===== src/rtl/nrisk_pkg.sv =====
// ---------------------------------------------------------------------------
// nrisk_pkg -- shared definitions for the instruction fetch path.
//   estado_t          : states of the fetch controller FSM
//   HALT_OP           : opcode that halts fetching (when halt detection is built)
//   NUM_LINHAS_PADRAO : default instruction-memory depth
// ---------------------------------------------------------------------------
package nrisk_pkg;

   typedef enum logic [2:0] {
      INICIO  = 3'd0,
      BUSCA   = 3'd1,
      ESPERA  = 3'd2,
      ENTREGA = 3'd3,
      PARADO  = 3'd4
   } estado_t;

   localparam logic [7:0] HALT_OP           = 8'hFF;
   localparam int         NUM_LINHAS_PADRAO = 16;

endpackage


===== src/rtl/contador_pc.sv =====
// ---------------------------------------------------------------------------
// contador_pc -- program counter register for the fetch controller.
//   clock        in   system clock
//   reset        in   asynchronous active-high reset (pc -> 0)
//   incrementa_i in   advance pc by one, wrapping modulo NUM_LINHAS
//   carrega_i    in   load destino_i modulo NUM_LINHAS (wins over increment)
//   destino_i    in   load target
//   pc_o         out  current pc
//   pc_prox_o    out  value pc takes at the next edge
// The pc is kept 8 bits wide with the upper bits masked to zero, so the
// modulo is a single AND for every legal (power-of-two) depth.
// ---------------------------------------------------------------------------
module contador_pc
   import nrisk_pkg::*;
#(
   parameter int NUM_LINHAS = NUM_LINHAS_PADRAO
) (
   input  logic       clock,
   input  logic       reset,
   input  logic       incrementa_i,
   input  logic       carrega_i,
   input  logic [7:0] destino_i,
   output logic [7:0] pc_o,
   output logic [7:0] pc_prox_o
);

   localparam logic [7:0] MASCARA = 8'(NUM_LINHAS - 1);

   logic [7:0] pc_q, pc_d;

   always_comb begin
      pc_d = pc_q;
      if (carrega_i)
         pc_d = destino_i & MASCARA;
      else if (incrementa_i)
         pc_d = (pc_q + 8'd1) & MASCARA;
   end

   always_ff @(posedge clock or posedge reset) begin
      if (reset) pc_q <= 8'd0;
      else       pc_q <= pc_d;
   end

   assign pc_o      = pc_q;
   assign pc_prox_o = pc_d;

endmodule


===== src/rtl/controle_busca.sv =====
// ---------------------------------------------------------------------------
// controle_busca -- instruction fetch controller.
// Fetches one word from instruction memory per BUSCA/ESPERA pair and holds it
// for decode in ENTREGA until accepted (valido & pronto). A redirect (desvio)
// discards whatever is in flight and restarts fetching from destino.
//   clock        in   system clock
//   reset        in   asynchronous active-high reset
//   linha        out  memory address (registered, only changes entering BUSCA)
//   instrucao    in   word returned by memory (one-cycle latency)
//   instr_saida  out  instruction presented to decode
//   pc_saida     out  address instr_saida came from
//   valido       out  instr_saida/pc_saida valid
//   pronto       in   decode accepts
//   desvio       in   redirect request
//   destino      in   redirect target
//   parado       out  controller halted
// Build option: CONTROLE_BUSCA_HALT_DETECT_EN -- halt after delivering HALT_OP.
// ---------------------------------------------------------------------------
module controle_busca
   import nrisk_pkg::*;
#(
   parameter int NUM_LINHAS = NUM_LINHAS_PADRAO
) (
   input  logic       clock,
   input  logic       reset,
   output logic [7:0] linha,
   input  logic [7:0] instrucao,
   output logic [7:0] instr_saida,
   output logic [7:0] pc_saida,
   output logic       valido,
   input  logic       pronto,
   input  logic       desvio,
   input  logic [7:0] destino,
   output logic       parado
);

   estado_t    estado_q, estado_d;
   logic [7:0] linha_q, linha_d;
   logic [7:0] instr_q, pcs_q;
   logic       valido_q, valido_d;
   logic       captura;
   logic       incrementa, carrega;
   logic [7:0] pc, pc_prox;
   logic       transfere;

`ifdef CONTROLE_BUSCA_HALT_DETECT_EN
   logic       parado_q, parado_d;
`endif

   contador_pc #(.NUM_LINHAS(NUM_LINHAS)) u_pc (
      .clock        (clock),
      .reset        (reset),
      .incrementa_i (incrementa),
      .carrega_i    (carrega),
      .destino_i    (destino),
      .pc_o         (pc),
      .pc_prox_o    (pc_prox)
   );

   // valido_q is only ever set in ENTREGA, so this also implies the state
   assign transfere = valido_q & pronto;

   always_comb begin
      estado_d   = estado_q;
      valido_d   = valido_q;
      captura    = 1'b0;
      incrementa = 1'b0;
      carrega    = 1'b0;
      linha_d    = linha_q;
`ifdef CONTROLE_BUSCA_HALT_DETECT_EN
      parado_d   = parado_q;
`endif
      case (estado_q)
         INICIO: estado_d = BUSCA;   // desvio deliberately ignored here
         BUSCA: begin
            if (desvio) begin
               carrega  = 1'b1;
               estado_d = BUSCA;
            end else begin
               estado_d = ESPERA;
            end
         end
         ESPERA: begin
            if (desvio) begin
               carrega  = 1'b1;
               estado_d = BUSCA;
            end else begin
               captura  = 1'b1;
               valido_d = 1'b1;
               estado_d = ENTREGA;
            end
         end
         ENTREGA: begin
            // A redirect coinciding with a transfer still lets the transfer
            // complete; the redirect only replaces the pc increment.
            if (desvio) begin
               carrega  = 1'b1;
               valido_d = 1'b0;
               estado_d = BUSCA;
            end else if (transfere) begin
               valido_d = 1'b0;
`ifdef CONTROLE_BUSCA_HALT_DETECT_EN
               if (instr_q == HALT_OP) begin
                  parado_d = 1'b1;
                  estado_d = PARADO;   // pc left pointing at the halt word
               end else begin
                  incrementa = 1'b1;
                  estado_d   = BUSCA;
               end
`else
               incrementa = 1'b1;
               estado_d   = BUSCA;
`endif
            end
         end
         PARADO: begin
            if (desvio) begin
               carrega  = 1'b1;
               estado_d = BUSCA;
`ifdef CONTROLE_BUSCA_HALT_DETECT_EN
               parado_d = 1'b0;
`endif
            end
         end
         default: begin
            valido_d = 1'b0;
            estado_d = INICIO;
         end
      endcase
      // linha is registered, so load it on the edge that enters BUSCA to have
      // the fetch address stable for the whole BUSCA cycle.
      if (estado_d == BUSCA)
         linha_d = pc_prox;
   end

   always_ff @(posedge clock or posedge reset) begin
      if (reset) begin
         estado_q <= INICIO;
         linha_q  <= 8'd0;
         instr_q  <= 8'd0;
         pcs_q    <= 8'd0;
         valido_q <= 1'b0;
      end else begin
         estado_q <= estado_d;
         linha_q  <= linha_d;
         valido_q <= valido_d;
         if (captura) begin
            instr_q <= instrucao;
            pcs_q   <= pc;
         end
      end
   end

`ifdef CONTROLE_BUSCA_HALT_DETECT_EN
   always_ff @(posedge clock or posedge reset) begin
      if (reset) parado_q <= 1'b0;
      else       parado_q <= parado_d;
   end
   assign parado = parado_q;
`else
   assign parado = 1'b0;
`endif

   assign linha       = linha_q;
   assign instr_saida = instr_q;
   assign pc_saida    = pcs_q;
   assign valido      = valido_q;

endmodule


===== config.mk =====
export PLATFORM = sky130hd
export DESIGN_NAME = controle_busca
export DESIGN_NICKNAME = d
export VERILOG_FILES = /design/src/rtl/nrisk_pkg.sv /design/src/rtl/contador_pc.sv /design/src/rtl/controle_busca.sv
export SDC_FILE = /design/constraint.sdc
export NUM_CORES = 1
export LEC_CHECK = 0
export ABC_AREA = 1
export CORE_UTILIZATION = 45
export DETAILED_ROUTE_END_ITERATION = 7
export PLACE_DENSITY = 0.76
export SLEW_MARGIN = 20
export SYNTH_ARGS = -nofsm -noshare
export SYNTH_HDL_FRONTEND = slang
export SYNTH_SLANG_ARGS = --single-unit

===== constraint.sdc =====
create_clock -name clock -period 2.4 [get_ports clock]
set_clock_uncertainty 0.05 [all_clocks]
set_input_delay 0.72 -clock clock [delete_from_list [all_inputs] [get_ports clock]]
set_output_delay 0.72 -clock clock [all_outputs]
set_load 0.01 [all_outputs]

==> results_dict.tcl <==
set metrics [dict create \
    status "completed" \
    wire_per_inst_microns 11.63 \
    cp-start-kind "flop" \
    die_y_microns 61.71 \
    grt_usage 0.1844 \
    antennaDiodeCount 0 \
    crit_arrival_ns 1.29 \
    wl_mm 2.932 \
    p_per_area_nw_per_um2 1015 \
    endpoint_kind "primary output" \
    initial_utilization 0.4769 \
    hold_slack_ns 0.4407 \
    dr_wl_met3_microns 226 \
    netlist_area_sq_um 1604 \
    grt_max_degree 37 \
    grt_pass1_wl_mm 5.064 \
    cp_cell_sequence "clkdlybuf4s50_1" \
    synth_fp_nets 180 \
    required_ns 1.63 \
    cts_tree "yes" \
    post_cts_buffers 0 \
    core_area_sq_um 3363 \
    cts_resized 0 \
    dr.max_layer_used "met4" \
    critical_path_buf_inv_count 1 \
    clockBufferDepth 2 \
    viasPerCell 4.754 \
    finalHoldViolCount 0 \
    place_ws_ns 0.1880 \
    gp_congestion 0.7654 \
    finalCritPeriodShare 0.8589 \
    root_buffer "clkbuf_4" \
    synth.area.top_cells "dfrtp_1, nand2_1, mux2_4, nand3_1, nand3_4" \
    dieArea_sq_um 3808 \
    cts.htree.levels 2 \
    crit_family "buffers and inverters" \
    overflow 0 \
    max_stage_delay_ns 0.55 \
    numCtsBuffers 5 \
    syn_to_final_growth_pct 31.44 \
    worst_slack_ns 0.3387 \
    drt_first_pass_iters 4 \
    slew_violations 0 \
    place_hpwl_mm 2.223 \
    synth.distinct_cells 27 \
    clkSinkCount 36 \
    std_cell_rows 21 \
    wl_met2_mm 1.361 \
    finalSetupTns_ns 0 \
    cp_slowest_cell "clkdlybuf4s50_1" \
    clk_latency_ns 0.34 \
    drv_cap 0 \
    seq_area_frac_synth 0.5616 \
    drt-met1-wl_mm 1.296 \
    setup_violations 0 \
    ant_nets 0 \
    fmax_mhz 485.1 \
    yosysTopAreaCellShare 0.5616 \
    grt_pass1_vias 1224 \
    synth-seq-cells 36 \
    crit_fanout 4 \
    synth_warnings 0 \
    synthCells 159 \
    syn_avg_cell_area_sq_um 10.09 \
    post-route-min-period_ns 2.061 \
    drt-initial-drc-count 25 \
    die_w_microns 61.71 \
    drive_gt1_frac 0.1650 \
    hold_path.class "reg -> reg" \
    clk_pin_slew_ns 0.09 \
    crit_type "reg -> out" \
    num_io_pins 46 \
    antenna_found_initial 0 \
    nNetsFinal 227 \
    max-vdd-ir-drop_mv 0.6250 \
    cts_hold_buf 0 \
    yosysTopAreaCell "dfrtp_1" \
    rsz0062_at_grt "false" \
    power_leakage_nw 1.008 \
    power_mw 2.141 \
    io_buffers 40 \
    drc 0 \
    vias 1198 \
]
[cells in the mapped netlist, drive strengths merged]
cell type and instances:
nand2 49, or2 2, o21ai 7, mux2 9, inv 17, and2 2
nand3 17, nor3 5, nor2 7, nand4 2, dfrtp 36, clkbuf 1
xor2 1, buf 2, ha 1, conb 1
[cells by family after synthesis]
group,synth area share
fa+ha+maj,0.007799
mux,0.07488
buf+inv,0.05539
other cells,0.002338
xor+xnor,0.005461
compound gates,0.02184
simple gates,0.2707
flops,0.5616
[routing by layer]
layer / up-vias / global-route usage
met4: 0 / 0.08254
li1: 602 / -
met5: - / 0
met3: 8 / 0.06418
met1: 543 / 0.2170
met2: 45 / 0.3057
[cell usage in the layout, fill, tap and decap left out, types with 3 or more instances in the layout]
cell type,n
nor2_1,3
nand2_1,47
clkdlybuf4s50_1,40
inv_2,5
nand3_1,13
nand3_4,3
clkbuf_4,5
nor3_1,5
mux2_4,5
inv_1,11
mux2_2,4
dfrtp_1,36
o21ai_0,7
buf_4,3
[registers in the layout, summed over array words and instances, names as in the netlist]
register / flops
u_pc.pc_o: 8
pc_saida: 8
valido: 1
linha: 8
estado_q: 3
instr_saida: 8
[worst paths after layout]
check / slack, ns / end / cells after the start / from
max in group asynchronous: 1.26 / linha[1]$_DFFE_PP0N_ / 3 / reset
worst min-delay path: 0.44 / pc_saida[4]$_DFFE_PP0P_ / 2 / pc_saida[4]$_DFFE_PP0P_
worst max register to register: 0.92 / linha[0]$_DFFE_PP0N_ / 8 / estado_q[2]$_DFF_PP0_
min in group asynchronous: 0.73 / pc_saida[1]$_DFFE_PP0P_ / 3 / reset
worst max-delay path: 0.34 / valido / 1 / valido$_DFFE_PP0P_
worst min register to register: 0.44 / pc_saida[4]$_DFFE_PP0P_ / 2 / pc_saida[4]$_DFFE_PP0P_
[power breakdown]
group | switching [mW] | total, mW | internal, mW
Sequential | 0.120 | 0.909 | 0.789
Clock | 0.176 | 0.283 | 0.108
Combinational | 0.448 | 0.948 | 0.501
[layout make-up]
type	instances	area, sq um
Fill cell	299	1255
Clock inverter	1	5.005
Clock buffer	6	41.29
Tap cell	46	57.56
Multi-Input combinational cell	103	614.3
Inverter	17	66.31
Timing Repair Buffer	43	422.9
Sequential cell	36	900.9
[stage by stage]
stage               instance area [sq um]    util  cells
finish                               2108  0.6269    252
global route                         2108  0.6269    252
CTS                                  2108  0.6269    252
detailed placement                   2062  0.6131    245
global placement                     2062  0.6131    245
floorplan                            1604       -    159
(Power assumes the default switching activity.)
